===== config.mk =====
export PLATFORM = sky130hd
export DESIGN_NAME = mem_port_arbiter
export DESIGN_NICKNAME = d
export VERILOG_FILES = /design/src/rtl/mem_port_arbiter.sv
export SDC_FILE = /design/constraint.sdc
export NUM_CORES = 1
export LEC_CHECK = 0
export CORE_MARGIN = 3
export CORE_UTILIZATION = 30
export DETAILED_ROUTE_END_ITERATION = 10
export PLACE_DENSITY_LB_ADDON = 0.12
export SLEW_MARGIN = 30
export SYNTH_ARGS = -nofsm -noshare
export SYNTH_HDL_FRONTEND = slang
export SYNTH_SLANG_ARGS = --single-unit

===== constraint.sdc =====
create_clock -name clk -period 4.9 [get_ports clk]
set_input_delay 1.47 -clock clk [delete_from_list [all_inputs] [get_ports clk]]
set_output_delay 1.47 -clock clk [all_outputs]
set_load 0.05 [all_outputs]

===== src/rtl/mem_port_arbiter.sv =====
`timescale 1ns/1ps
`default_nettype none
// ============================================================================
// Module   : mem_port_arbiter
// Purpose  : Shares the MemReadWrite data port between CPU and debug readout
//            using req/gnt/rvalid handshakes with a fixed read latency.
// Revision : 1.0 - initial release
// ============================================================================
module mem_port_arbiter #(
    parameter int ADDR_W       = 16,
    parameter int DATA_W       = 32,
    parameter int DBG_ADDR_W   = 10,
    parameter int READ_LAT     = 3,
    parameter int INFER_OFFSET = 6300,
    parameter int MAX_WAIT     = 8
) (
    input  logic                  clk,
    input  logic                  rst_n,
    input  logic                  cpu_req,
    input  logic                  cpu_we,
    input  logic [ADDR_W-1:0]     cpu_addr,
    input  logic [DATA_W-1:0]     cpu_wdata,
    output logic                  cpu_gnt,
    output logic                  cpu_rvalid,
    output logic [DATA_W-1:0]     cpu_rdata,
    input  logic                  dbg_req,
    input  logic [DBG_ADDR_W-1:0] dbg_addr,
    output logic                  dbg_gnt,
    output logic                  dbg_rvalid,
    output logic [DATA_W-1:0]     dbg_rdata,
    output logic                  mem_en,
    output logic                  mem_ren,
    output logic                  mem_wen,
    output logic [ADDR_W-1:0]     mem_addr,
    output logic [DATA_W-1:0]     mem_din,
    input  logic [DATA_W-1:0]     mem_dout,
    output logic                  busy
);

    localparam int c_lat_w  = (READ_LAT < 1) ? 1 : $clog2(READ_LAT + 1);
    localparam int c_wait_w = (MAX_WAIT < 1) ? 1 : $clog2(MAX_WAIT + 1);
    localparam logic [c_lat_w-1:0]  c_read_lat = c_lat_w'(READ_LAT);
    localparam logic [c_wait_w-1:0] c_max_wait = c_wait_w'(MAX_WAIT);
    localparam logic [ADDR_W-1:0]   c_offset   = ADDR_W'(INFER_OFFSET);

    typedef enum logic [1:0] {
        S_IDLE = 2'd0,
        S_RD   = 2'd1,
        S_WR   = 2'd2
    } state_t;

    state_t              r_state, w_state;
    logic                r_owner, w_owner;   // 1: debug port owns the read in flight
    logic [c_lat_w-1:0]  r_lat, w_lat;
    logic [c_wait_w-1:0] r_wait, w_wait;
    logic                w_dbg_win;
    logic                w_cpu_gnt, w_dbg_gnt, w_cpu_rvalid, w_dbg_rvalid;
    logic                w_mem_en, w_mem_ren, w_mem_wen;
    logic [ADDR_W-1:0]   w_mem_addr;
    logic [DATA_W-1:0]   w_mem_din, w_cpu_rdata, w_dbg_rdata;

    always_comb begin
        w_state      = r_state;
        w_owner      = r_owner;
        w_lat        = r_lat;
        w_cpu_gnt    = 1'b0;
        w_dbg_gnt    = 1'b0;
        w_cpu_rvalid = 1'b0;
        w_dbg_rvalid = 1'b0;
        w_mem_en     = mem_en;
        w_mem_ren    = mem_ren;
        w_mem_wen    = mem_wen;
        w_mem_addr   = mem_addr;
        w_mem_din    = mem_din;
        w_cpu_rdata  = cpu_rdata;
        w_dbg_rdata  = dbg_rdata;
        // Debug wins when the CPU is quiet or the debug side has starved long enough
        w_dbg_win    = (r_state == S_IDLE) && dbg_req && (!cpu_req || (r_wait >= c_max_wait));

        case (r_state)
            S_IDLE: begin
                w_mem_en  = 1'b0;
                w_mem_ren = 1'b0;
                w_mem_wen = 1'b0;
                if (w_dbg_win) begin
                    w_state    = S_RD;
                    w_owner    = 1'b1;
                    w_lat      = c_lat_w'(1);
                    w_dbg_gnt  = 1'b1;
                    w_mem_en   = 1'b1;
                    w_mem_ren  = 1'b1;
                    w_mem_addr = ADDR_W'(dbg_addr) + c_offset;
                end else if (cpu_req) begin
                    w_owner    = 1'b0;
                    w_lat      = c_lat_w'(1);
                    w_cpu_gnt  = 1'b1;
                    w_mem_en   = 1'b1;
                    w_mem_addr = cpu_addr;
                    if (cpu_we) begin
                        w_state   = S_WR;
                        w_mem_wen = 1'b1;
                        w_mem_din = cpu_wdata;
                    end else begin
                        w_state   = S_RD;
                        w_mem_ren = 1'b1;
                    end
                end
            end
            S_RD: begin
                if (r_lat == c_read_lat) begin
                    w_state   = S_IDLE;
                    w_mem_en  = 1'b0;
                    w_mem_ren = 1'b0;
                    if (r_owner) begin
                        w_dbg_rdata  = mem_dout;
                        w_dbg_rvalid = 1'b1;
                    end else begin
                        w_cpu_rdata  = mem_dout;
                        w_cpu_rvalid = 1'b1;
                    end
                end else begin
                    w_lat = r_lat + 1'b1;
                end
            end
            S_WR: begin
                w_state   = S_IDLE;
                w_mem_en  = 1'b0;
                w_mem_wen = 1'b0;
            end
            default: begin
                w_state   = S_IDLE;
                w_mem_en  = 1'b0;
                w_mem_ren = 1'b0;
                w_mem_wen = 1'b0;
            end
        endcase

        if (w_dbg_win)
            w_wait = '0;
        else if (dbg_req && (r_wait < c_max_wait))
            w_wait = r_wait + 1'b1;
        else
            w_wait = r_wait;
    end

    always_ff @(posedge clk or negedge rst_n) begin
        if (!rst_n) begin
            r_state    <= S_IDLE;
            r_owner    <= 1'b0;
            r_lat      <= '0;
            r_wait     <= '0;
            cpu_gnt    <= 1'b0;
            dbg_gnt    <= 1'b0;
            cpu_rvalid <= 1'b0;
            dbg_rvalid <= 1'b0;
            cpu_rdata  <= '0;
            dbg_rdata  <= '0;
            mem_en     <= 1'b0;
            mem_ren    <= 1'b0;
            mem_wen    <= 1'b0;
            mem_addr   <= '0;
            mem_din    <= '0;
            busy       <= 1'b0;
        end else begin
            r_state    <= w_state;
            r_owner    <= w_owner;
            r_lat      <= w_lat;
            r_wait     <= w_wait;
            cpu_gnt    <= w_cpu_gnt;
            dbg_gnt    <= w_dbg_gnt;
            cpu_rvalid <= w_cpu_rvalid;
            dbg_rvalid <= w_dbg_rvalid;
            cpu_rdata  <= w_cpu_rdata;
            dbg_rdata  <= w_dbg_rdata;
            mem_en     <= w_mem_en;
            mem_ren    <= w_mem_ren;
            mem_wen    <= w_mem_wen;
            mem_addr   <= w_mem_addr;
            mem_din    <= w_mem_din;
            busy       <= (w_state != S_IDLE);
        end
    end

endmodule
`default_nettype wire


# Word-level counts from Yosys, hierarchy flattened
# Index checks and enable logic that the tools add are counted.
# word_totals
reg_bits	129
latch_bits	0
mem_bits_rw	0
mem_bits_ro	0
in_bits	95
out_inout_bits	120
word_cells	83
memories	0
# classes
add_sub_neg	3
mul	0
n_div	0
magnitude_cmp	2
n_eq_ne	6
shift	0
muxes	37
n_bitwise	3
reduce_logical	16
# op_table
operator	n
two-way mux 16 bit	2
two-way mux 1 bit	21
adder 10 x 13 -> 14 bit (second input constant)	1
two-way mux 2 bit	7
AND reduction 3 bit	3
two-way mux 4 bit	2
case mux 2 bit (2 select lines)	2
nonzero test 2 bit	4
adder 4 x 1 -> 4 bit (second input constant)	1
equality test 2 bit (second input constant)	2
>= comparator 4 bit (second input constant)	1
less-than comparator 4 bit (second input constant)	1
inequality test 2 bit (second input constant)	2
case mux 1 bit (2 select lines)	2
AND reduction 2 bit	2
AND reduction 4 bit	1
logical AND 1 bit	3
inequality test 3 bit (second input constant)	1
NOT 1 bit	3
case mux 1 bit (3 select lines)	1
adder 2 x 1 -> 2 bit (second input constant)	1
equality test 2 x 1 -> 1 bit (second input constant)	1
zero test 2 bit	1
zero test 1 bit	1
logical OR 1 bit	1

# Logic depth before layout (Yosys ltp)
# Gate-level depths: netlist of run 1.
# logic_depth
depth_word	6
ltp_mapped	6
mapped_depth_nobuf	6

# Worst setup path before layout of run 1
# OpenSTA, ideal clock, no wires.
# synth_timing
path_type	input-to-reg
start	input port cpu_req
end	register mem_din[0]
setup_time_ns	0.125
t_arrival_ns	2.628
t_required_ns	4.775
path_slack_ns	2.147
path_stages	6
n_path_buf	1
path_cell_list	or3b_4 a21o_1 clkinv_2 nand2_4 buf_6 mux2_4
# synth_between
elab_chain_cells	5
# synth_rtl
element	line_no	text
start, declared	19	input logic cpu_req,
zero test 1 bit	78	w_dbg_win = (r_state == S_IDLE) && dbg_req && (!cpu_req || (r_wait >= c_max_wait));
logical OR 1 bit	78	
logical AND 1 bit	78	
NOT 1 bit (no line)	--	
AND reduction 4 bit (no line) (*)	--	
end signal, assigned	179	mem_din <= w_mem_din;
end, declared	35	output logic [DATA_W-1:0] mem_din,
# Every way passes the cells marked *; elsewhere a longest branch is shown, timed or not.
# A chain may end at the register's enable or synchronous reset.

# Worst setup path in the final report of run 1
# layout_timing
start	input port cpu_req
end	register mem_din[31]
# Same word-level chain as after synthesis.

==> results.md, run 1 <==
- Vias in the first global route: 3739
- Syn Area/Cell: between 15 and 20 um2
- Antenna violations before repair: 0
- Layout cells sized above 1: 0.234
- Number of synthesized flops with an enable pin: 0
- Num Clock Sinks: 129
- # DRC: 0
- Register-to-register setup slack: around 2.7 ns
- Yosys reg bits: between 100 and 150
- Synth Cell Area: between 5000 and 6000 um2
- Htree depth: 4
- RR Startpoint: r_state[0]
- Clock buffer depth: 2
- Clock root buffer: clkbuf_16
- CP top delay family: simple AND/OR/NAND/NOR gates
- Slew Limit Headroom: 0.578
- Final Hold Viols: 0
- Pins over their slew limit: 0
- Slowest CP cell: clkdlybuf4s50_1
- DR WL/cell: 16.4 um
- First-pass GRT wire length: between 20000 and 25000 um
- Post-DRT Antenna Nets: 0
- Worst skew pair latency: 0.41 ns
- Yosys warning count: 0
- Min-Delay Path Class: register to register
- Most frequent cells in the layout: clkdlybuf4s50_1 (213), dfrtp_1 (129), mux2_2 (68), mux2_4 (28), clkbuf_16 (17)
- Initial Utilization: 0.308
- Total power divided by cell area: 846 nW/um2
- Critical path endpoint category: register
- Hold path start: mem_wen
- Max incr delay on CP: roughly 0.56 ns
- Post-Syn Instances: 339
- Iteration-0 DRC count of the detailed router: 172
- Drt via density: around 4.4
- HPWL Detailed: 9250 um
- Syn-to-layout area delta: 59.0%
- Sequential area share after synthesis: 0.630
- CP Class: input pin to register
- Largest net degree at the start of global routing: 68
- Startpoint Class: input pin
- TNS Setup: 0 ns
- RSZ-0062 raised after global routing: no
- Reg2reg path depth: 5
- Hold_buf cts: 0
- CTS tree: done
- Hold endpoint: mem_wen
- GRT Total Usage: 0.143
- Gr ovfl total: 0
- Port Buffers: around 210
- Core Region: 16600 um2
- Least-Margin Pin Slew: 0.633 ns
- Final wirelength: 13000 um
- Die height: 137 um
- F_max: 296 MHz
- Ys flop type: dfrtp_1
- Hold path depth: 2
- Layout fillers: 1450
- DIE AREA: 18700 um2
- Worst-path clk slew: 0.05 ns
- First drt pass iteration count: 4
- Post-CTS setup buffer count: 0
- Fin crit share: 0.690
- Count of final setup violators: 0
- Vias: 3542
- Die X: 137 um
- CP max FO: 34
- CTS buffer count: 17
- Ys async rst share: 1.00
- Max VDD drop: 376 uV
- Min cycle time layout: about 3.4 ns
- Max Clock Skew: 0.00540 ns
- Critical Path RT: 5.19 ns
- Critical path buffer and inverter count: 2
- # resized after CTS: 0
- # diodes: 0
- Final GP Congestion: 0.741
- Syn_nets: ~440
- Num rows: between 40 and 50
- Synth cell types: 40
- Worst Path Arrival: 3.67 ns
- Commonest non-fill, non-tap cell in the layout: clkdlybuf4s50_1
- CP Cell Sequence: clkdlybuf4s50_1 -> or3b_4 -> a21o_1 -> clkinv_2 -> nand2_4 -> mux2_4
- Status: completed
- Worst reg2reg endpoint: mem_din[31]
- Final Power: 6.89 mW
- Leak Pwr: 3.53 nW
- Boundary Pins: 215
- Maxcap violations: 0
- Nets@finish: 662
[final cells by class]
class | count | area [um2] | share of cell area
clock inverters | 10 | 134 | 0.0164
clock buffers | 22 | 464 | 0.0570
flip-flops and latches | 129 | 3230 | 0.396
well taps | 220 | 275 | 0.0338
repair buffers | 218 | 2210 | 0.272
inverters | 13 | 50.0 | 0.00614
multi-input cells | 184 | 1780 | 0.219
[Yosys cell counts, drive strengths merged, types with 2 or more instances]
cell type	count	area, um2
o21a	2	15.0
nor2b	2	12.5
nand3	7	35.0
a22o	3	26.3
o22a	2	17.5
clkinv	2	8.75
a222oi	2	20.0
nand2b	3	18.8
a22oi	4	30.0
o21ai	13	65.1
buf	10	68.8
mux2	96	1190
nor3	3	15.0
clkbuf	3	11.3
nor2	8	32.5
o211ai	2	15.0
inv	11	41.3
ha	4	50.1
dfrtp	129	3230
nand2	13	56.3
xnor2	3	26.3
a221o	2	20.0
xor2	3	26.3
[where the power goes]
part / internal [mW] / leakage, nW / total, mW / switching, mW
combinational: 1.41 / 1.70 / 3.74 / 2.33
sequential: 1.59 / 1.55 / 1.88 / 0.290
clock: 0.824 / 0.290 / 1.27 / 0.450
total: 3.82 / 3.53 / 6.89 / 3.07
[cell families (layout without fill, tap and decap cells)]
logic type | count (synthesis) | count (layout) | share of synthesized area
AO/OA/AOI/OAI | 38 | 38 | 0.0528
flip-flops | 129 | 129 | 0.630
multiplexers | 97 | 97 | 0.234
XOR/XNOR | 6 | 6 | 0.0103
adder cells (fa/ha/maj) | 4 | 4 | 0.00977
buffers and inverters | 26 | 263 | 0.0254
AND/OR/NAND/NOR | 39 | 39 | 0.0381
[metrics by stage]
step / cell area, um2 / worst slack, ns / cells / hold WS, ns / utilization
final: 8150 / 1.52 / 796 / 0.484 / 0.490
after global routing: 8150 / 1.40 / 796 / 0.509 / 0.490
after CTS: 8140 / 1.51 / 796 / 0.489 / 0.489
after detailed placement: 7540 / 1.06 / 764 / 0.469 / 0.453
after global placement: 7490 / 1.12 / 762 / 0.464 / 0.450
after floorplan: 5120 / 2.15 / 339 / 0.485 / -
[flip-flops by register name, summed over array words and instances (netlist names), 2 cells and up]
| signal | cells |
|---|---|
| r_state | 2 |
| r_lat | 2 |
| mem_addr | 16 |
| dbg_rdata | 32 |
| cpu_rdata | 32 |
| mem_din | 32 |
| r_wait | 4 |
[worst max path at each step]
stage	startpoint	to	cells past startpoint
6_report	cpu_req	mem_din[31]	6
5_1_grt	cpu_req	mem_din[31]	6
4_1_cts	cpu_req	mem_din[31]	6
3_3_place_gp	cpu_req	mem_din[27]	6
2_1_floorplan	cpu_req	mem_din[0]	6
3_5_place_dp	cpu_req	mem_din[23]	6
[per-layer routing]
layer,vias up,wire length [um],GRT usage
li1,1651,-,-
met1,1752,5550,0.182
met2,127,6230,0.221
met3,12,1100,0.0585
met4,0,149,0.0470
met5,-,0,0
[tightest hold or removal path, stage by stage, from the launching register on]
cell and delay (ns):
dfrtp_1 0.35, nand2_1 0.05, nand2_1 0.05
No activity file was read; power rests on OpenSTA's default activity.
==> run 2: changes to the inputs <==
==> constraint.sdc (replaced) <==
create_clock -name clk -period 3.2 [get_ports clk]
set_input_delay 0.96 -clock clk [delete_from_list [all_inputs] [get_ports clk]]
set_output_delay 0.96 -clock clk [all_outputs]
set_load 0.05 [all_outputs]
==> run 2 against run 1 <==
Against the previous run:
- utilization increased by 0.26 points
- routed wire length increased by 0.72%
- critical path depth unchanged
- worst hold slack improved by 0.0084 ns
- non-clock buffer count increased by 5
- clock power increased by 62%
- largest cell class unchanged
==> results.md, run 2 (same netlist as run 1, synthesis figures left out) <==
- Htree depth: 4 (unchanged)
- Port Buffers: 214 (unchanged)
- Boundary Pins: 215 (unchanged)
- Largest net degree at the start of global routing: 70 (was 68)
- HPWL Detailed: 9340 um (was 9250 um)
- Biggest regs: cpu_rdata x32, dbg_rdata x32, mem_din x32 (unchanged)
- Psw: 4.71 mW (was 3.07 mW)
- # diodes: 0 (unchanged)
- First-pass GRT wire length: 20600 um (was 20500 um)
- Final Power: 10.7 mW (was 6.89 mW)
- Total power divided by cell area: 1300 nW/um2 (was 846 nW/um2)
- Worst reg2reg endpoint: cpu_rdata[16] (was mem_din[31])
- Num Clock Sinks: 129 (unchanged)
- Worst skew pair latency: 0.41 ns (about the same)
- Nets@finish: 667 (was 662)
- Hold_buf cts: 0 (unchanged)
- Leak Pwr: 3.56 nW (was 3.53 nW)
- Sw Ratio: 0.442 (was 0.446)
- Clock power frac: 0.193 (was 0.185)
- Iteration-0 DRC count of the detailed router: 117 (was 172)
- Gr ovfl total: 0 (unchanged)
- Post-CTS setup buffer count: 0 (unchanged)
- Final GP Congestion: 0.758 (was 0.741)
- Drt via density: 4.44 (was 4.45)
- Pins over their slew limit: 0 (unchanged)
- Most frequent cells in the layout: clkdlybuf4s50_1 (213), dfrtp_1 (129), mux2_2 (68), mux2_4 (28), clkbuf_16 (17) (unchanged)
- Min-Delay Path Class: register to register (unchanged)
- Worst Path Arrival: 2.90 ns (was 3.67 ns)
- Syn-to-layout area delta: 59.9% (was 59.0%)
- CTS buffer count: 17 (unchanged)
- Final Hold Viols: 0 (unchanged)
- DIE AREA: 18700 um2 (unchanged)
- Fin crit share: 0.813
- First drt pass iteration count: 4 (unchanged)
- Least-Margin Pin Slew: 0.643 ns (was 0.633 ns)
- CP Cell Sequence: clkdlybuf4s50_1 -> or3b_4 -> a21o_1 -> clkinv_2 -> nand2_4 -> mux2_4 (unchanged)
- Seq pwr share: 0.269 (was 0.272)
- Post-DRT Antenna Nets: 0 (unchanged)
- Num rows: 47 (unchanged)
- GRT Total Usage: 0.145 (was 0.143)
- Clock root buffer: clkbuf_16 (unchanged)
- CP max FO: 34 (unchanged)
- Vias: 3550 (was 3542)
- RSZ-0062 raised after global routing: no (unchanged)
- # DRC: 0 (unchanged)
- Initial Utilization: 0.308 (unchanged)
- Reg2reg path depth: 5 (unchanged)
- Maxcap violations: 0 (unchanged)
- Hold path depth: 2 (unchanged)
- Hold path start: mem_en (was mem_wen)
- Commonest non-fill, non-tap cell in the layout: clkdlybuf4s50_1 (unchanged)
- RR Startpoint: r_state[0] (unchanged)
- Die X: 137 um (unchanged)
- Max incr delay on CP: 0.47 ns (was 0.56 ns)
- Critical Path RT: 3.50 ns (was 5.19 ns)
- Core Region: 16600 um2 (unchanged)
- CTS tree: done (unchanged)
- Critical path endpoint category: register (unchanged)
- Slew Limit Headroom: 0.571 (was 0.578)
- Fin util: 0.492 (was 0.490)
- Min cycle time layout: 2.60 ns
- Antenna violations before repair: 0 (unchanged)
- F_max: just under 400 MHz
- Clock buffer depth: 2 (unchanged)
- CP Class: input pin to register (unchanged)
- DR WL/cell: 16.4 um (about the same)
- Int Pwr: 5.96 mW (was 3.82 mW)
- Max VDD drop: 682 uV (was 376 uV)
- Count of final setup violators: 0 (unchanged)
- Startpoint Class: input pin (unchanged)
- Register-to-register setup slack: 1.05 ns (was 2.68 ns)
- Gate power share: 0.537 (was 0.543)
- Max Clock Skew: 0.00930 ns (was 0.00540 ns)
- Slowest CP cell: clkdlybuf4s50_1 (unchanged)
- Die height: 137 um (unchanged)
- Layout cells sized above 1: 0.244 (was 0.234)
- Worst-path clk slew: 0.06 ns (was 0.05 ns)
- Final wirelength: 13100 um (was 13000 um)
- Status: completed (unchanged)
- TNS Setup: 0 ns (unchanged)
- Hold endpoint: mem_en (was mem_wen)
- Vias in the first global route: 3864 (was 3739)
- # resized after CTS: 0 (unchanged)
-- run 2: changes by cell type in the layout (fill, tap and decap cells not counted), sizes merged --
cell,change
buf,+5
clkinv,-4
clkinvlp,+2
bufinv,+1
clkbuf,-1
-- run 2: area by class of cell --
type,count,area (um2)
Tap cell,220,275
Sequential cell,129,3230
Timing Repair Buffer,223,2220
Multi-Input combinational cell,184,1780
Clock buffer,21,480
Fill cell,1427,8450
Clock inverter,9,155
Inverter,13,50.0
-- run 2: worst max path at each step --
stage,start,to,slack [ns],depth (start not counted)
2_1_floorplan,cpu_req,mem_din[0],0.96,6
3_3_place_gp,cpu_req,mem_din[4],0.20,6
3_5_place_dp,cpu_req,mem_din[4],0.16,6
4_1_cts,mem_addr[14],mem_addr[14],0.60,1
5_1_grt,cpu_req,mem_din[29],0.53,6
6_report,cpu_req,mem_din[1],0.60,6
-- run 2: stage by stage --
stage	instances	area, um2	hold slack, ns	setup slack [ns]
floorplan	339	5120	0.485	0.957
global placement	769	7550	0.465	0.197
detailed placement	769	7550	0.481	0.158
CTS	799	8180	0.494	0.599
global route	799	8190	0.509	0.534
finish	799	8190	0.493	0.600
-- run 2: critical path, delay by kind of cell --
kind,cells,cell delay [ns]
buf+inv,2,0.55
simple gates,2,0.73
compound gates,1,0.21
mux,1,0.43
-- run 2: metal layers --
layer | wire, um | GRT usage
met1 | 5400 | 0.173
met2 | 6360 | 0.232
met3 | 1130 | 0.0529
met4 | 225 | 0.0700
met5 | 0 | 0
-- run 2: power groups by stage --
stage               logic [mW]  clock network, mW  registers (mW)
global placement          5.74                  0            2.87
floorplan                 1.17                  0            5.47
detailed placement        5.79                  0            2.89
finish                    5.73               2.06            2.87
CTS                       5.79               2.13            2.88
global route              5.98               2.21            2.98
